File: config.mk
export PLATFORM = sky130hd
export DESIGN_NAME = mod47_bcd_display
export DESIGN_NICKNAME = d
export VERILOG_FILES = /design/src/rtl/mod47_pkg.sv /design/src/rtl/seg7_decode.sv /design/src/rtl/mod47_bcd_display.sv
export SDC_FILE = /design/constraint.sdc
export NUM_CORES = 1
export LEC_CHECK = 0
export BUFFER_PORTS_ARGS = -buffer_cell sky130_fd_sc_hd__buf_2
export CAP_MARGIN = 10
export CELL_PAD_IN_SITES_DETAIL_PLACEMENT = 1
export CELL_PAD_IN_SITES_GLOBAL_PLACEMENT = 1
export CORE_UTILIZATION = 44
export CTS_CLUSTER_DIAMETER = 100
export DETAILED_ROUTE_END_ITERATION = 8
export MAX_ROUTING_LAYER = met4
export PLACE_DENSITY_LB_ADDON = 0.1
export SYNTH_ARGS = -nofsm -noshare
export SYNTH_HDL_FRONTEND = slang
export SYNTH_HIERARCHICAL = 1
export SYNTH_SLANG_ARGS = --single-unit
File: constraint.sdc
create_clock -name clk -period 3.2 [get_ports clk]
set_clock_uncertainty 0.1 [all_clocks]
set_input_delay 0.48 -clock clk [delete_from_list [all_inputs] [get_ports clk]]
set_output_delay 0.48 -clock clk [all_outputs]
set_load 0.005 [all_outputs]
File: src/rtl/mod47_pkg.sv
// Shared constants for the modulus-47 BCD display: default range, segment
// patterns (gfedcba, active high) and digit-select encodings.
package mod47_pkg;

   localparam logic [7:0] MOD_MAX_DEF = 8'd46;

   localparam logic [6:0] SEG_0     = 7'h3F;
   localparam logic [6:0] SEG_1     = 7'h06;
   localparam logic [6:0] SEG_2     = 7'h5B;
   localparam logic [6:0] SEG_3     = 7'h4F;
   localparam logic [6:0] SEG_4     = 7'h66;
   localparam logic [6:0] SEG_5     = 7'h6D;
   localparam logic [6:0] SEG_6     = 7'h7D;
   localparam logic [6:0] SEG_7     = 7'h07;
   localparam logic [6:0] SEG_8     = 7'h7F;
   localparam logic [6:0] SEG_9     = 7'h6F;
   localparam logic [6:0] SEG_BLANK = 7'h00;
   localparam logic [6:0] SEG_DASH  = 7'h40;

   localparam logic [1:0] DIG_UNITS = 2'b01;
   localparam logic [1:0] DIG_TENS  = 2'b10;

   typedef logic [3:0] bcd_t;

endpackage

File: src/rtl/seg7_decode.sv
// Combinational BCD to seven-segment decoder; non-BCD codes render blank.
module seg7_decode
   import mod47_pkg::*;
(
   input  bcd_t       bcd_i,
   output logic [6:0] seg_o
);

   always_comb begin
      seg_o = SEG_BLANK;
      case (bcd_i)
         4'd0:    seg_o = SEG_0;
         4'd1:    seg_o = SEG_1;
         4'd2:    seg_o = SEG_2;
         4'd3:    seg_o = SEG_3;
         4'd4:    seg_o = SEG_4;
         4'd5:    seg_o = SEG_5;
         4'd6:    seg_o = SEG_6;
         4'd7:    seg_o = SEG_7;
         4'd8:    seg_o = SEG_8;
         4'd9:    seg_o = SEG_9;
         default: seg_o = SEG_BLANK;
      endcase
   end

endmodule

File: src/rtl/mod47_bcd_display.sv
// Two-digit multiplexed display of a modulus-47 counter, with wrap detection,
// wrap counting and a sticky out-of-range flag.
module mod47_bcd_display
   import mod47_pkg::*;
#(
   parameter logic [15:0] SCAN_DIV = 16'd1000,
   parameter logic [7:0]  MOD_MAX  = MOD_MAX_DEF
) (
   input  logic       clk,
   input  logic       rst,
   input  logic [7:0] count_in,
   output logic [6:0] seg,
   output logic [1:0] an,
   output logic       wrap_pulse,
   output logic [7:0] wrap_cnt,
   output logic       err
);

   logic [7:0]  count_q, prev_q, wrap_cnt_q, wrap_cnt_d;
   logic [15:0] presc_q, presc_d;
   logic [1:0]  an_q, an_d;
   logic [6:0]  seg_q, seg_d, dec_seg;
   logic        wrap_q, wrap_d, err_q, err_d, bad;
   bcd_t        tens, units, digit;
   logic [3:0]  sub_lo;

   // Units only need the low nibble: (count - 10*tens) mod 16 is exact for 0..9.
   always_comb begin
      tens   = 4'd0;
      sub_lo = 4'h0;
      if (count_q >= 8'd40) begin
         tens   = 4'd4;
         sub_lo = 4'h8;
      end else if (count_q >= 8'd30) begin
         tens   = 4'd3;
         sub_lo = 4'hE;
      end else if (count_q >= 8'd20) begin
         tens   = 4'd2;
         sub_lo = 4'h4;
      end else if (count_q >= 8'd10) begin
         tens   = 4'd1;
         sub_lo = 4'hA;
      end
      units = count_q[3:0] - sub_lo;
   end

   always_comb begin
      presc_d = presc_q + 16'd1;
      an_d    = an_q;
      if (presc_q == SCAN_DIV - 16'd1) begin
         presc_d = 16'd0;
         an_d    = (an_q == DIG_UNITS) ? DIG_TENS : DIG_UNITS;
      end
   end

   // Select on the next digit so seg and an change on the same edge.
   assign digit = (an_d == DIG_TENS) ? tens : units;

   seg7_decode u_seg7_decode (
      .bcd_i (digit),
      .seg_o (dec_seg)
   );

   assign bad = (count_q > MOD_MAX);

   always_comb begin
      seg_d = dec_seg;
      if (bad) begin
         seg_d = SEG_DASH;
      end else if ((an_d == DIG_TENS) && (tens == 4'd0)) begin
         seg_d = SEG_BLANK;
      end
   end

   assign wrap_d     = (count_q == 8'd0) && (prev_q == MOD_MAX);
   assign wrap_cnt_d = wrap_cnt_q + {7'd0, wrap_d};
   assign err_d      = err_q | bad;

   always_ff @(posedge clk) begin
      if (rst) begin
         count_q    <= 8'd0;
         prev_q     <= 8'd0;
         presc_q    <= 16'd0;
         an_q       <= DIG_UNITS;
         seg_q      <= SEG_BLANK;
         wrap_q     <= 1'b0;
         wrap_cnt_q <= 8'd0;
         err_q      <= 1'b0;
      end else begin
         count_q    <= count_in;
         prev_q     <= count_q;
         presc_q    <= presc_d;
         an_q       <= an_d;
         seg_q      <= seg_d;
         wrap_q     <= wrap_d;
         wrap_cnt_q <= wrap_cnt_d;
         err_q      <= err_d;
      end
   end

   assign seg        = seg_q;
   assign an         = an_q;
   assign wrap_pulse = wrap_q;
   assign wrap_cnt   = wrap_cnt_q;
   assign err        = err_q;

endmodule

After elaboration in Yosys (flattened, before gate mapping):

Memory sizes are Yosys's and may differ from the RTL's.
Index checks and enable logic that the tools add are counted.
Widths: inputs -> output; s select.

* add/sub/neg operators: 3
* order comparisons: 5
* equal/unequal tests: 4
* muxes and demuxes: 13
* bitwise operators: 1
* reduce and logical (&&, ||, !) cells: 6

Operator list (count)
* $mux 4: 5
* $add 16x1->16 const B: 1
* $eq 16x10->1 const B: 1
* $ge 8x5->1 const B: 2
* $mux 7: 2
* $add 8x1->8: 1
* $eq 8x6->1 const B: 1
* $ge 8x4->1 const B: 1
* $ge 8x6->1 const B: 1
* $gt 8x6->1 const B: 1
* $logic_not 8->1: 1
* $mux 2: 4
* $logic_not 4->1: 1
* $sub 4x4->4: 1
* $mux 3: 1
* $reduce_or 3->1: 1
* $eq 2x1->1 const B: 1
* $eq 2x2->1 const B: 1
* $logic_and 1x1->1: 2
* $reduce_or 2->1: 1
* $mux 1: 1
* $or 1x1->1: 1

* register bits after elaboration: 51
* ROM bits: 112
* bits of input ports: 10
* memories: 1

Memory list
* (no name shown): depth 16, width 7, read ports 1, clocked after memory_dff 0, wr ports 0, RTL line seg7_decode.sv:11 `case (bcd_i)`

Logic depth before layout (Yosys ltp):

Gate-level depths: netlist of the first run.
An unclocked memory read counts as a cell.

* word-level depth: 10
* depth in mapped cells: 14
* mapped depth without buffers: 13

Modules after synthesis:

Netlist of the first run, hierarchy kept.

Modules (own cells, without submodules)
* mod47_bcd_display: times used 1, cells an instance 210, area an instance 2108.3 µm², sequential area each 1021.0 µm²
* seg7_decode: times used 1, cells an instance 28, area an instance 219.0 µm², sequential area each 0.0 µm²

Worst setup path after synthesis of the first run:

OpenSTA, ideal clock, no wires.

* kind: register to register
* start point: register count_q[4]
* end point: register seg_q[0] (netlist: seg[0])
* setup time: 0.089 ns
* data arrival time: 2.714 ns
* setup slack: 0.298 ns
* cell stages (with the launch flop): 13
* cells stage by stage: dfxtp_1 > inv_1 > maj3_1 > a221oi_1 > nor2_1 > ha_1 > o21ai_0 > inv_2 > ha_1 > nor2_1 > a21oi_1 > o22ai_1 > nor4b_2

* word-level cells in the longest chain between the ends: 8
* elaborated cells on any way between the ends: 19
* those cells by class: add/sub: 1; order compare: 5; mux: 9; reduce/logical: 3; memory: 1

Ends and longest elaborated chain
* from (decl): RTL line mod47_bcd_display.sv:19 `logic [7:0] count_q, prev_q, wrap_cnt_q, wrap_cnt_d;`
* from (signal assigned): RTL line mod47_bcd_display.sv:90 `count_q <= count_in;`
* $ge 8x4->1: RTL line mod47_bcd_display.sv:40 `end else if (count_q >= 8'd10) begin`
* $mux 4: RTL line mod47_bcd_display.sv:40
* $mux 4: RTL line mod47_bcd_display.sv:37 `end else if (count_q >= 8'd20) begin`
* $mux 4: RTL line mod47_bcd_display.sv:34 `end else if (count_q >= 8'd30) begin`
* $mux 4: RTL line mod47_bcd_display.sv:31 `if (count_q >= 8'd40) begin`
* $sub 4x4->4: RTL line mod47_bcd_display.sv:44 `units = count_q[3:0] - sub_lo;`
* $mux 4 (*): RTL line mod47_bcd_display.sv:57 `assign digit = (an_d == DIG_TENS) ? tens : units;`
* via digit[1]: RTL line mod47_bcd_display.sv:24 `bcd_t tens, units, digit;`
* $mem_v2 16x7 (*)
* via dec_seg[0]: RTL line mod47_bcd_display.sv:22 `logic [6:0] seg_q, seg_d, dec_seg;`
* to (signal assigned): RTL line mod47_bcd_display.sv:94 `seg_q <= seg_d;`
* to (decl): RTL line mod47_bcd_display.sv:22

Mark *: on every way through the listed nets, which the timed path passes. The rest lies on a longest branch.
A chain may end at the register's enable or synchronous reset.

Final worst setup path of the first run:

* start point: register count_q[4]
* end point: register seg_q[6] (netlist: seg[6])

* word-level cells in the longest chain between the ends: 10
* elaborated cells on any way between the ends: 20
* those cells by class: add/sub: 1; order compare: 5; mux: 11; reduce/logical: 2; memory: 1

Ends and longest elaborated chain
* $ge 8x4->1: RTL line mod47_bcd_display.sv:40
* $mux 4: RTL line mod47_bcd_display.sv:40
* $mux 4: RTL line mod47_bcd_display.sv:37
* $mux 4: RTL line mod47_bcd_display.sv:34
* $mux 4: RTL line mod47_bcd_display.sv:31
* $sub 4x4->4: RTL line mod47_bcd_display.sv:44
* $mux 4 (*): RTL line mod47_bcd_display.sv:57
* via digit[2]: RTL line mod47_bcd_display.sv:24
* $mem_v2 16x7 (*)
* via dec_seg[6]: RTL line mod47_bcd_display.sv:22
* $mux 7 (*): RTL line mod47_bcd_display.sv:70 `end else if ((an_d == DIG_TENS) && (tens == 4'd0)) begin`
* $mux 7 (*): RTL line mod47_bcd_display.sv:68 `if (bad) begin`

Marked as above.

==> results.tsv, run 1 <==
metric	value	unit
cts_max_path_buffers	2	
final-seq-area	1020	sq um
cts_num_sinks	51	
grt_max_degree	37	
timing.critical_path.required	3330	ps
groute.usage.overall	18.8	%
top_usage_layer	met2	
ctsHtreeMaxLevel	2	
critPathCaptureType	register	
power.static_leakage	1.13	nW
num_io_pins	29	
vdd_ir_drop_max	0.293	mV
via_count_of_the_first_global_routing_pass	1718	
yosysMostFrequentCell	dfxtp_1	
finish.instance_area	2620	sq um
synth-seq-cells	51	
tritoncts.num_buffers	5	
die_area	5580	sq um
run_status	complete, no violations	
critical_path.max_fanout	9	
synth_top_cells_by_area	dfxtp_1 (44%), nor2_1 (6.1%), ha_1 (5.4%)	
timing.final.setup_violations	0	
synthDistinctLibCells	45	
die-height	74.7	um
ys_seq_area_share	43.9	%
cts_hold_buffers	0	
count_of_vias_placed_by_the_detailed_router	1700	
ant_nets_after_route	0	
report.final.hold_viol_count	0	
die_w	74.7	um
totalWireLength	4.53	mm
finalPower	1.24	mW
first_pass_iters	4	
design.final.nets	288	
maximum_capacitance_violations	0	
tritoncts	yes	
core_region_area	5110	sq um
initial_utilization	45.6	%
rsz0062_at_grt	no	
maxSlewViolCount	0	
synth.cells.most_frequent	dfxtp_1 (51), nor2_1 (38), nor2b_1 (17)	
worst_ep_arrival_time	3180	ps
area_of_the_mapped_netlist	2330	sq um
detail_route.wl_per_cell	13.4	um
clockRootBuffer	clkbuf_8	
grt_pass1_wl	7.73	mm
syn-num-nets	259	
final.setup.tns	0	ps
groute.layer.met1.usage	23.6	%
filler_cell_count	629	
slew-limit-headroom	39.1	%
cellPowerDensity	473	nW/um^2
fin_crit	3050	ps
clk_pin_slew_worst_paths	90	ps
drcViolationCount	0	
port-buffer-count	28	
post_cts.resized_instances	0	
fmax	328	MHz
worst_skew_pair.late_latency	310	ps
drive_gt1_share	20.9	%
drt_iter0_drc	48	
worst_hold_path_type	primary input to register	
remaining_overflow_grt	0	
multi_input_comb_area	1200	sq um
row_count	26	
num_antenna_cells	0	
timing_worst_slew_pin_value	907	ps
critical_path.startpoint_type	register	
gr-usage-met3	4.28	%
place_hpwl	3.26	mm
post-synth-top-area-cell	dfxtp_1	
cells_after_synth	238	
postCtsSetupRepairBufs	0	
finalCritPeriodShare	95.3	%
cell_area_after_placement	2520	sq um
via_per_inst	5.03	
yosys_most_used_dff	dfxtp_1	
syn_to_final_growth	12.4	%
path_class	register to register	
routabilityCongestion	0.807	
initial_antenna_violation_count	0	
avgSynthCellArea	9.78	sq um
synth_edf_count	0	
yosys_warnings	6	
synth-async-reset-ratio	0	%
yosys.area.top_type_share	43.9	%
fin_hold_ws	285	ps
grt.met2_usage	30.0	%
metal layers:
metal | wire length [um] | vias to the layer above
met3 | 154 | 5
met5 | 0 | -
met4 | 39 | 0
met1 | 2210 | 814
met2 | 2120 | 28
li1 | - | 853
cell type report:
cell class                 count  share of cell area [%]
clock inverter                 3                   0.956
clock buffer                   5                    2.63
timing repair buffer          32                    6.50
sequential                    51                    39.0
inverter                      11                    1.58
tap                           70                    3.35
multi-input combinational    166                    46.0
layout by cell type, fill, tap and decap left out, types with 2 or more instances in the layout:
master,instances
dfxtp_1,51
nor2_1,38
buf_2,28
nor2b_1,17
xor2_1,13
nand3_1,11
inv_1,10
ha_1,10
and3_1,9
xnor2_1,9
nor4b_2,6
nand2_1,5
clkbuf_8,5
o22ai_1,5
nor3_1,4
o21ai_0,4
nand2b_1,4
buf_4,4
a21oi_1,3
o21a_1,2
maj3_1,2
and4_1,2
mux2i_1,2
clkinv_4,2
power breakdown:
| part | total (mW) | internal, mW | switching [mW] |
|---|---|---|---|
| clock network | 0.377 | 0.157 | 0.220 |
| logic | 0.185 | 0.0899 | 0.0953 |
| registers | 0.675 | 0.659 | 0.0155 |
cells by family after synthesis:
group | share of synthesized area [%]
xor+xnor | 8.28
compound gates | 5.43
fa+ha+maj | 7.10
mux | 2.31
buf+inv | 4.46
flops | 43.9
simple gates | 28.5
final timing paths:
kind                              start                    end  slack (ps)  cells after the start
setup / recovery  count_q[4]$_SDFF_PP0_      seg[6]$_SDFF_PP0_         150                     14
hold / removal              count_in[6]  count_q[6]$_SDFF_PP0_         280                      2
setup reg to reg  count_q[4]$_SDFF_PP0_      seg[6]$_SDFF_PP0_         150                     14
hold reg to reg          err$_SDFF_PP0_         err$_SDFF_PP0_         380                      2
critical path: stages, from the launching register on:
cell and delay (ps):
dfxtp_1 460, inv_1 140, maj3_1 360, a221oi_1 260, nor2_1 100, ha_1 200, fa_1 440, inv_1 70
nor2_1 40, a31oi_1 140, buf_4 210, nand2b_4 80, o22ai_1 160, nor2_1 80, nor3_2 160
metrics by stage:
step	setup WS, ps	instances	util, %
after floorplan	298	238	-
after global placement	318	330	49.4
after detailed placement	208	330	49.4
after CTS	178	338	51.2
after global routing	1.41	338	51.2
final	149	338	51.2
flip-flops by register name (all words and copies together) (netlist names):
name        cells
an              2
count_q         8
err             1
presc_q        16
prev_q          8
seg             7
wrap_cnt        8
wrap_pulse      1
Note: power is estimated with default switching activity, not from simulation.
==> inputs of run 2 (changes only) <==
--- a/config.mk
+++ b/config.mk
@@ -9,7 +9,7 @@
 export CAP_MARGIN = 10
 export CELL_PAD_IN_SITES_DETAIL_PLACEMENT = 1
 export CELL_PAD_IN_SITES_GLOBAL_PLACEMENT = 1
-export CORE_UTILIZATION = 44
+export CORE_UTILIZATION = 30
 export CTS_CLUSTER_DIAMETER = 100
 export DETAILED_ROUTE_END_ITERATION = 8
 export MAX_ROUTING_LAYER = met4
==> run 2 against run 1 <==
Clock-buffer cell count up 1. Cell area up 1.1%. Total power down 1.0%. Maximum frequency increased by 2.3%. Sequential power about the same. Critical endpoint is now seg[2]$_SDFF_PP0_. Largest power group unchanged.
==> results.tsv, run 2 (synthesis gave the netlist of run 1 again) <==
metric	value	unit	change
port-buffer-count	28		unchanged
grt_max_degree	36		-2.7%
groute.usage.overall	12.6	%	-6.1 points
worst_skew_pair.late_latency	300	ps	about the same
grt_pass1_wl	8.07	mm	+4.4%
count_of_vias_placed_by_the_detailed_router	1660		-2.4%
most_frequent_cells_in_the_layout	dfxtp_1 (51), nor2_1 (38), buf_2 (28)		
fin_crit	2980	ps	-68.8 ps
run_status	complete, no violations		
clockRootBuffer	clkbuf_8		
cts_max_path_buffers	2		unchanged
finalCritPeriodShare	93.2	%	-2.2 points
maximum_capacitance_violations	0		unchanged
vdd_ir_drop_max	0.161	mV	-45%
via_count_of_the_first_global_routing_pass	1709		-0.52%
worst_ep_arrival_time	3100	ps	-80 ps
finalPower	1.22	mW	-1.0%
num_io_pins	29		unchanged
largest_register	presc_q		
timing.critical_path.required	3320	ps	about the same
num_antenna_cells	0		unchanged
first_pass_iters	3		-1
die_w	90.1	um	+21%
totalWireLength	4.58	mm	+1.2%
initial_utilization	31.6	%	-14 points
cellPowerDensity	463	nW/um^2	-2.1%
drt_iter0_drc	36		-25%
via_per_inst	4.52		-10%
largest_register_ffs	16		unchanged
timing.final.setup_violations	0		unchanged
detail_route.wl_per_cell	12.5	um	-6.8%
place_hpwl	3.28	mm	+0.51%
die_area	8110	sq um	+45%
die-height	90.1	um	+21%
rsz0062_at_grt	no		
postCtsSetupRepairBufs	0		unchanged
clk_pin_slew_worst_paths	90	ps	about the same
design.final.nets	288		unchanged
routabilityCongestion	0.704		-13%
fin_hold_ws	294	ps	+8.79 ps
initial_antenna_violation_count	0		unchanged
final.setup.tns	0	ps	unchanged
ant_nets_after_route	0		unchanged
slew-limit-headroom	40.7	%	+1.5 points
critical_path.startpoint_type	register		
drive_gt1_share	20.5	%	-0.37 points
critPathCaptureType	register		
timing_worst_slew_pin_value	884	ps	-22.8 ps
syn_to_final_growth	13.6	%	
power.static_leakage	1.13	nW	-0.28%
critical_path.max_fanout	9		unchanged
tritoncts.num_buffers	5		unchanged
fmax	335	MHz	+2.3%
ctsHtreeMaxLevel	2		unchanged
row_count	31		+19%
worst_hold_path_type	primary input to register		
remaining_overflow_grt	0		unchanged
final_common_cell	dfxtp_1		
cts_hold_buffers	0		unchanged
drcViolationCount	0		unchanged
tritoncts	yes		
cts_num_sinks	51		unchanged
path_class	register to register		
post_cts.resized_instances	0		unchanged
maxSlewViolCount	0		unchanged
report.final.hold_viol_count	0		unchanged
core_region_area	7370	sq um	+44%
run 2: cell types whose count changed in the layout (fill, tap and decap cells not counted), sizes merged:
cell,before,now
clkinv,2,1
clkbuf,5,6
run 2: path summary, 6_finish.rpt:
| path | startpoint | slack (ps) | end | depth (start not counted) |
|---|---|---|---|---|
| max | count_q[4]$_SDFF_PP0_ | 220 | seg[2]$_SDFF_PP0_ | 13 |
| min | count_in[1] | 290 | count_q[1]$_SDFF_PP0_ | 2 |
| max reg2reg | count_q[4]$_SDFF_PP0_ | 220 | seg[2]$_SDFF_PP0_ | 13 |
| min reg2reg | presc_q[0]$_SDFF_PP0_ | 390 | presc_q[0]$_SDFF_PP0_ | 1 |
run 2: metrics by stage:
step	utilization, %	setup WS, ps	cell area [sq um]	std cells
3_3_place_gp	34.7	302	2560	359
2_1_floorplan	-	298	2330	238
6_report	35.9	218	2640	367
3_5_place_dp	34.7	217	2560	359
5_1_grt	35.9	7.25	2640	367
4_1_cts	35.9	197	2640	367
run 2: where the power goes:
part	internal (mW)	switching (mW)	leakage, nW	total (mW)
sequential	0.659	0.0156	0.417	0.675
combinational	0.0892	0.0900	0.669	0.179
clock	0.153	0.217	0.0412	0.370
run 2: cell type report:
class | instances | area, sq um
Clock buffer | 6 | 72.6
Fill cell | 871 | 4730
Tap cell | 99 | 124
Inverter | 11 | 41.3
Clock inverter | 2 | 12.5
Sequential cell | 51 | 1020
Multi-Input combinational cell | 166 | 1200
Timing Repair Buffer | 32 | 170
run 2: worst max-delay path: stages (launching register included):
cell and delay (ps):
dfxtp_1 430, inv_1 120, maj3_1 360, a221oi_1 260, nor2_1 100, ha_1 200
fa_1 480, inv_1 40, nor2_1 100, a31oi_1 50, buf_4 190, o21a_1 180
a21oi_1 110, nor4b_2 190
run 2: metal layers:
| metal | vias to the layer above | wire length (um) | GRT usage [%] | part of all wire (%) |
|---|---|---|---|---|
| met5 | - | 0 | - | 0 |
| met4 | 0 | 38 | 4.44 | 0.83 |
| met3 | 5 | 168 | 3.05 | 3.7 |
| met2 | 29 | 1890 | 18.4 | 41 |
| met1 | 772 | 2480 | 17.0 | 54 |
| li1 | 854 | - | - | - |
